--- src/rtl/multicycle_control.sv ---
// rtl/multicycle_control.sv - multi-cycle MIPS-subset sequencing controller with retired-instruction counter
// Optional MC_JUMP_EN adds the j (000010) instruction via the JUMP state.
module multicycle_control #(
  parameter int COUNT_W = 32
) (
  input  logic               clk,
  input  logic               rst_n,
  input  logic [5:0]         opcode,
  input  logic               mem_ready,
  output logic               PCWrite,
  output logic               PCWriteCond,
  output logic               IorD,
  output logic               MemRead,
  output logic               MemWrite,
  output logic               IRWrite,
  output logic               MemtoReg,
  output logic               ALUSrcA,
  output logic               RegWrite,
  output logic               RegDst,
  output logic [1:0]         PCSource,
  output logic [1:0]         ALUOp,
  output logic [1:0]         ALUSrcB,
  output logic [3:0]         state,
  output logic               instr_done,
  output logic               illegal_op,
  output logic [COUNT_W-1:0] instr_count
);

  typedef enum logic [3:0] {
    S_FETCH  = 4'd0,
    S_DECODE = 4'd1,
    S_MEMADR = 4'd2,
    S_MEMRD  = 4'd3,
    S_MEMWB  = 4'd4,
    S_MEMWR  = 4'd5,
    S_EXEC   = 4'd6,
    S_ALUWB  = 4'd7,
    S_BRANCH = 4'd8,
    S_JUMP   = 4'd9
  } state_t;

  localparam logic [5:0] OP_LW  = 6'b100011;
  localparam logic [5:0] OP_SW  = 6'b101011;
  localparam logic [5:0] OP_R   = 6'b000000;
  localparam logic [5:0] OP_BEQ = 6'b000100;
`ifdef MC_JUMP_EN
  localparam logic [5:0] OP_J   = 6'b000010;
`endif

  state_t state_q;
  // run_q holds the FSM idle for the first edge after reset release
  logic   run_q;
  logic   legal_op;

  always_comb begin
    legal_op = (opcode == OP_LW) || (opcode == OP_SW) ||
               (opcode == OP_R)  || (opcode == OP_BEQ);
`ifdef MC_JUMP_EN
    if (opcode == OP_J) legal_op = 1'b1;
`endif
  end

  always_ff @(posedge clk or negedge rst_n) begin
    if (!rst_n) begin
      state_q     <= S_FETCH;
      run_q       <= 1'b0;
      instr_count <= '0;
    end else if (!run_q) begin
      run_q <= 1'b1;
    end else begin
      if (instr_done) instr_count <= instr_count + COUNT_W'(1);
      case (state_q)
        S_FETCH:  if (mem_ready) state_q <= S_DECODE;
        S_DECODE: begin
          case (opcode)
            OP_LW, OP_SW: state_q <= S_MEMADR;
            OP_R:         state_q <= S_EXEC;
            OP_BEQ:       state_q <= S_BRANCH;
`ifdef MC_JUMP_EN
            OP_J:         state_q <= S_JUMP;
`endif
            default:      state_q <= S_FETCH;
          endcase
        end
        S_MEMADR: state_q <= (opcode == OP_LW) ? S_MEMRD : S_MEMWR;
        S_MEMRD:  if (mem_ready) state_q <= S_MEMWB;
        S_MEMWB:  state_q <= S_FETCH;
        S_MEMWR:  if (mem_ready) state_q <= S_FETCH;
        S_EXEC:   state_q <= S_ALUWB;
        S_ALUWB:  state_q <= S_FETCH;
        S_BRANCH: state_q <= S_FETCH;
`ifdef MC_JUMP_EN
        S_JUMP:   state_q <= S_FETCH;
`endif
        default:  state_q <= S_FETCH;
      endcase
    end
  end

  // every output is forced low until run_q, which also covers rst_n low
  always_comb begin
    PCWrite     = 1'b0;
    PCWriteCond = 1'b0;
    IorD        = 1'b0;
    MemRead     = 1'b0;
    MemWrite    = 1'b0;
    IRWrite     = 1'b0;
    MemtoReg    = 1'b0;
    ALUSrcA     = 1'b0;
    RegWrite    = 1'b0;
    RegDst      = 1'b0;
    PCSource    = 2'b00;
    ALUOp       = 2'b00;
    ALUSrcB     = 2'b00;
    state       = 4'd0;
    instr_done  = 1'b0;
    illegal_op  = 1'b0;
    if (run_q) begin
      state = state_q;
      case (state_q)
        S_FETCH: begin
          MemRead = 1'b1;
          ALUSrcB = 2'b01;
          IRWrite = mem_ready;
          PCWrite = mem_ready;
        end
        S_DECODE: begin
          ALUSrcB    = 2'b11;
          illegal_op = !legal_op;
        end
        S_MEMADR: begin
          ALUSrcA = 1'b1;
          ALUSrcB = 2'b10;
        end
        S_MEMRD: begin
          MemRead = 1'b1;
          IorD    = 1'b1;
        end
        S_MEMWB: begin
          RegWrite   = 1'b1;
          MemtoReg   = 1'b1;
          instr_done = 1'b1;
        end
        S_MEMWR: begin
          MemWrite   = 1'b1;
          IorD       = 1'b1;
          instr_done = mem_ready;
        end
        S_EXEC: begin
          ALUSrcA = 1'b1;
          ALUOp   = 2'b10;
        end
        S_ALUWB: begin
          RegDst     = 1'b1;
          RegWrite   = 1'b1;
          instr_done = 1'b1;
        end
        S_BRANCH: begin
          ALUSrcA     = 1'b1;
          ALUOp       = 2'b01;
          PCWriteCond = 1'b1;
          PCSource    = 2'b01;
          instr_done  = 1'b1;
        end
`ifdef MC_JUMP_EN
        S_JUMP: begin
          PCWrite    = 1'b1;
          PCSource   = 2'b10;
          instr_done = 1'b1;
        end
`endif
        default: state = state_q;
      endcase
    end
  end

endmodule

--- config.mk ---
export PLATFORM = sky130hd
export DESIGN_NAME = multicycle_control
export DESIGN_NICKNAME = d
export VERILOG_FILES = /design/src/rtl/multicycle_control.sv
export SDC_FILE = /design/constraint.sdc
export NUM_CORES = 1
export LEC_CHECK = 0
export BUFFER_PORTS_ARGS = -buffer_cell sky130_fd_sc_hd__buf_4
export CAP_MARGIN = 20
export CORE_MARGIN = 2
export CORE_UTILIZATION = 46
export CTS_CLUSTER_SIZE = 24
export DETAILED_ROUTE_END_ITERATION = 16
export GPL_TIMING_DRIVEN = 0
export HOLD_SLACK_MARGIN = 0.03
export PLACE_DENSITY = 0.76
export SLEW_MARGIN = 10
export SYNTH_ARGS = -nofsm -noshare
export SYNTH_HDL_FRONTEND = slang
export SYNTH_SLANG_ARGS = --single-unit
--- constraint.sdc ---
create_clock -name clk -period 2.1 [get_ports clk]
set_input_delay 0.42 -clock clk [delete_from_list [all_inputs] [get_ports clk]]
set_output_delay 0.42 -clock clk [all_outputs]
set_load 0.01 [all_outputs]
==> flow_summary.ini, run 1 <==
[setup_path]
path_cells = buf_4, nor4b_1, a31oi_2, a2111o_1, buf_6, nor3b_4, xor2_1
crit_fanout = 5
crit_slowest_cell = a2111o_1
crit_path_end_kind = flip-flop
worstSetupStartpointType = flip-flop
slowest_delay_ps = 490
worst-setup-path-type = flip-flop to flip-flop
cp-startpoint = state_q[0]$_DFFE_PN0P_
crit_arrival_ps = 2380
cpLargestDelayFamily = compound AO/OA/AOI/OAI gates
cp_num_buf_inv = 2
rr_startpoint = state_q[0]$_DFFE_PN0P_
crit_required_ps = 2310

[clocking]
cts_tree = done
clk_transition_reported_paths_ps = 70
numCtsBuffers = 5
clk_latency_ps = 280
clockBufferDepth = 2
hold_buffers = 0
htreeDepth = 2
cts.root.buffer_cell = clkbuf_8
clock_sinks = 37

[global_route]
grt_pass1_wl_mm = 8.07
grt_util_all_layers_pct = 20.0
grt-ovfl-total = 0
antenna_found_initial = 0
grt_pass1_vias = 1732
grt_max_degree = 38

[power]
ir_worst_vdd_uv = 576
finalPower_mw = 1.51
leakage_nw = 1.32
p_per_area_mw_per_mm2 = 524

[place]
dpl.cell_count = 322
gp_congestion = 0.849
port_buffers = 61
post-dp-hpwl_mm = 3.29

[yosys]
synth_edf_count = 0
synth.top_cell.area_share_pct = 45.6
synth-seq-area-share_pct = 45.6
ys_types = 42
synthCells = 209
synth_ff_type = dfrtp_1
synthTopCellsByArea = dfrtp_1 (46%), xnor2_1 (9.1%), xor2_1 (5.2%)
syn_nets = 219
yosys_warnings = 0
synth_most_common_cell = dfrtp_1
syn-cell-area_sq_mm = 0.00203
synthTopCellsByCount = dfrtp_1 (37), nand2_1 (23), xnor2_1 (21)
ys_seq_elements = 37
ys_async_sr_fraction_pct = 100
avgSynthCellArea_sq_um = 9.72
synth_top_area_cell = dfrtp_1

[route]
vias = 1818
avgRoutedWirePerCell_um = 15.1
viasPerCell = 5.35
route.top_layer_used = met4
drtIter0Drc = 121
route.detailed.drc = 0
met2_length_mm = 2.67
antenna_left = 0
wl_met1_mm = 2.15
dr.pass1.iters = 4
wl_met3_um = 279
wirelength_mm = 5.15

[layout]
ff_latch_area_sq_um = 927
fillers = 356
n_antenna_cell = 0
stdcell_count = 340
multi_input_area_sq_mm = 0.00114
final_util_pct = 67.0
layout-drive-gt1-share_pct = 39.9
areaGrowthSynthToFinish_pct = 41.7
num-nets-final = 297

[floorplan]
core_sq_mm = 0.00429
placement_rows = 24
die_y_um = 70.4
die_area_sq_mm = 0.00496
start_util_pct = 47.3
io_pins = 63
die_x_um = 70.4

[run_status]
violations = negative setup slack
status = finished with violations

[timing]
fin_ws_ps = -76.8
setup_viol = 16
max-slew-margin-rel_pct = 64.2
fin_crit_sh_pct = 104
period_minus_slack_ps = 2180
slew_violations = 0
worst_pin_slew_ps = 523
hold_viol = 0
final.setup_skew_ps = 6.24
rsz0062_at_grt = true
max_freq_ghz = 0.459

[hold_path]
hp-class = input port to asynchronous set/reset pin

[run]
cap_violations = 0
power breakdown:
part	leakage (nW)	switching (mW)	internal (mW)
clock	0.0385	0.246	0.235
combinational	0.823	0.126	0.125
sequential	0.462	0.0376	0.739
total	1.32	0.410	1.10
area by class of cell:
cell class	instances	share of cell area [%]
Multi-Input combinational cell	152	39.5
Clock inverter	1	0.261
Buffer	10	2.87
Inverter	9	1.17
Timing Repair Buffer	72	19.1
Sequential cell	37	32.2
Tap cell	52	2.26
Clock buffer	7	2.65
worst register-to-register path, stage by stage (launching register included):
cell      delay, ps
dfrtp_1         400
buf_4           150
nor4b_1         390
a31oi_2         180
a2111o_1        490
buf_6           180
nor3b_4         170
xor2_1          140
stage by stage:
stage | worst slack [ps] | TNS (ps) | instance area, sq um | hold slack (ps)
global placement | -294 | -3710 | 2550 | 402
global route | -170 | -2090 | 2880 | 118
detailed placement | -286 | -3630 | 2550 | 411
floorplan | 18.3 | 0 | 2030 | 124
CTS | -101 | -400 | 2760 | 108
finish | -76.8 | -638 | 2880 | 86.7
timing repair:
item,CTS,global route
pin swaps,6,12
buffers inserted,5,4
setup endpoints to repair,31,28
cloned,0,2
resized for setup,23,28
state kept, by name (all words and copies together), names as in the netlist:
name,count
state_q,4
instr_count,32
run_q,1
final timing paths:
check	to	slack [ps]	cells after the start
worst max-delay path	instr_count[30]$_DFFE_PN0P_	-80	7
worst min-delay path	instr_count[26]$_DFFE_PN0P_	90	1
worst max register to register	instr_count[30]$_DFFE_PN0P_	-80	7
worst min register to register	instr_count[31]$_DFFE_PN0P_	470	1
max in group asynchronous	state_q[3]$_DFFE_PN0P_	1660	1
min in group clk	state_q[3]$_DFFE_PN0P_	460	3
cell usage in the layout (no fill, tap or decap), drive strengths merged, types with 2 or more instances in the layout:
cell type / synthesis / routed
buf: 6 / 80
dfrtp: 37 / 37
nand2: 23 / 23
xnor2: 21 / 21
nand3: 13 / 13
xor2: 12 / 12
nor2: 12 / 12
nand4: 10 / 10
inv: 9 / 9
clkbuf: 5 / 9
nor3: 7 / 7
and3: 6 / 6
nor2b: 5 / 5
a21oi: 4 / 4
nor4: 4 / 4
nor4b: 4 / 4
and2: 3 / 3
o21ai: 3 / 3
and4: 3 / 3
or4: 2 / 2
o211ai: 2 / 2
conb: 2 / 2
or4b: 2 / 2
nor3b: 2 / 2
a2111oi: 2 / 2
per-layer routing:
metal / track usage [%] / up-vias
li1: - / 878
met1: 27.0 / 883
met2: 33.2 / 51
met3: 3.32 / 6
met4: 5.77 / 0
met5: 0 / -
logic make-up (layout without fill, tap and decap cells):
| family | count (synthesis) | count (layout) | share of synthesized area [%] |
|---|---|---|---|
| muxes | 1 | 1 | 0.554 |
| buffers and inverters | 20 | 99 | 4.56 |
| DFF | 37 | 37 | 45.6 |
| and+or+nand+nor | 97 | 97 | 26.9 |
| xor gates and xnor gates | 33 | 33 | 14.2 |
| other | 2 | 2 | 0.370 |
| adders and majority gates | 1 | 1 | 0.616 |
| AOI/OAI and AO/OA | 18 | 18 | 7.21 |
Note: power is estimated with default switching activity, not from simulation.
==> inputs of run 2 (changes only) <==
- CORE_ASPECT_RATIO: unset -> 1.2
==> flow_summary.ini, run 2 (synthesis gave the netlist of run 1 again) <==
[run_status]
status = finished with violations
violations = negative setup slack

[route]
viasPerCell = 5.32
avgRoutedWirePerCell_um = 14.3
antenna_left = 0
drtIter0Drc = 91
route.detailed.drc = 0
dr.pass1.iters = 5
vias = 1820
wirelength_mm = 4.89

[setup_path]
worst-setup-path-type = flip-flop to flip-flop
crit_path_end_kind = flip-flop
rr_startpoint = state_q[0]$_DFFE_PN0P_
crit_required_ps = 2310
r2r_setup_slack_ps = -60
worstSetupStartpointType = flip-flop
crit_fanout = 5
r2r-end = instr_count[30]$_DFFE_PN0P_
r2r_cells = 6
crit_arrival_ps = 2370

[place]
gp_congestion = 0.864
port_buffers = 61
placed_cell_area_sq_mm = 0.00256
dpl_worst_slack_ps = -302
post-dp-hpwl_mm = 3.31

[clocking]
clock_sinks = 37
clk_latency_ps = 290
clk_transition_reported_paths_ps = 70
numCtsBuffers = 5
cts_tree = done
cts.root.buffer_cell = clkbuf_8
clockBufferDepth = 2
htreeDepth = 2

[timing]
slew_violations = 0
setup_viol = 4
rsz0062_at_grt = true
worst_pin_slew_ps = 479
fin_tns_setup_ps = -119
hold_viol = 0
final.setup_skew_ps = 11.1
max-slew-margin-rel_pct = 67.3
holdWs_ps = 77.2
fin_ws_ps = -55.4
fin_crit_sh_pct = 103
max_freq_ghz = 0.464
period_minus_slack_ps = 2160

[layout]
reg_top3 = instr_count x32, state_q x4, run_q x1
areaGrowthSynthToFinish_pct = 42.5
largest_reg_flops = 32
layout_common_cells = buf_4 (73), dfrtp_1 (36), nand2_1 (23)
layout-drive-gt1-share_pct = 39.2
num-nets-final = 295
n_antenna_cell = 0
final_common_cell = buf_4
top_register = instr_count
final_util_pct = 67.9
final_area_sq_mm = 0.00289

[floorplan]
io_pins = 63
die_x_um = 64.7
placement_rows = 26
die_area_sq_mm = 0.00496
die_y_um = 76.8
core_sq_mm = 0.00426
start_util_pct = 47.7

[power]
switching_share_pct = 24.4
power_frac_seq_pct = 46.7
p_per_area_mw_per_mm2 = 571
ir_worst_vdd_uv = 543
p_clk_share_pct = 38.0
p_sw_mw = 0.403
p_int_mw = 1.25
leakage_nw = 1.33
p_comb_share_pct = 15.3

[global_route]
gr-usage-met1_pct = 24.6
grt_util_met3_pct = 5.43
grt-ovfl-total = 0
antenna_found_initial = 0
grt_pass1_vias = 1739
grt_max_degree = 38
grt_util_all_layers_pct = 20.4
grt-busiest-layer = met2
grt_util_met2_pct = 34.6
grt_pass1_wl_mm = 8.00

[run]
cap_violations = 0

[hold_path]
hp-class = input port to asynchronous set/reset pin
-- run 2: routing by layer --
layer / routed length [um] / vias up
met5: 0 / -
met4: 110 / 0
met3: 286 / 11
met2: 2400 / 63
met1: 2100 / 867
li1: - / 879
-- run 2: area by class of cell --
type	count	area [sq um]
Buffer	10	77.6
Clock inverter	1	30.0
Tap cell	56	70.1
Inverter	9	33.8
Multi-Input combinational cell	152	1140
Fill cell	352	1370
Sequential cell	37	927
Timing Repair Buffer	70	533
Clock buffer	7	86.3
-- run 2: repair_timing --
item | 4_1_cts | 5_1_grt
hold buffers | 0 | 0
setup buffers | 6 | 1
gates resized for setup | 32 | 14
setup endpoints to repair | 33 | 30
cloned | 1 | 1
pin swaps | 11 | 9
-- run 2: through the flow --
stage	total power, mW	std cells
2_1_floorplan	0.894	209
3_3_place_gp	0.999	326
3_5_place_dp	1.01	326
4_1_cts	1.65	341
5_1_grt	1.73	342
6_report	1.65	342
-- run 2: critical path, cell delays in order (launching register included) --
cell	delay, ps
dfrtp_1	410
nor2b_4	140
or4b_4	540
a2111o_1	490
buf_6	170
nor3b_4	170
xor2_1	150
-- run 2: worst max-delay path by stage --
| stage | slack, ps | endpoint | startpoint | cells after the start |
|---|---|---|---|---|
| global placement | -300 | instr_count[31]$_DFFE_PN0P_ | mem_ready | 7 |
| CTS | -130 | instr_done | state_q[0]$_DFFE_PN0P_ | 5 |
| detailed placement | -300 | instr_count[31]$_DFFE_PN0P_ | mem_ready | 7 |
| global route | -100 | instr_count[30]$_DFFE_PN0P_ | state_q[0]$_DFFE_PN0P_ | 6 |
| floorplan | 20 | PCWrite | state_q[2]$_DFFE_PN0P_ | 5 |
| finish | -60 | instr_count[30]$_DFFE_PN0P_ | state_q[0]$_DFFE_PN0P_ | 6 |
-- run 2: power groups by stage --
stage	clock network [mW]	logic [mW]	registers [mW]
global placement	0	0.214	0.785
detailed placement	0	0.220	0.786
finish	0.628	0.253	0.773
global route	0.676	0.275	0.778
floorplan	0	0.102	0.792
CTS	0.641	0.241	0.772
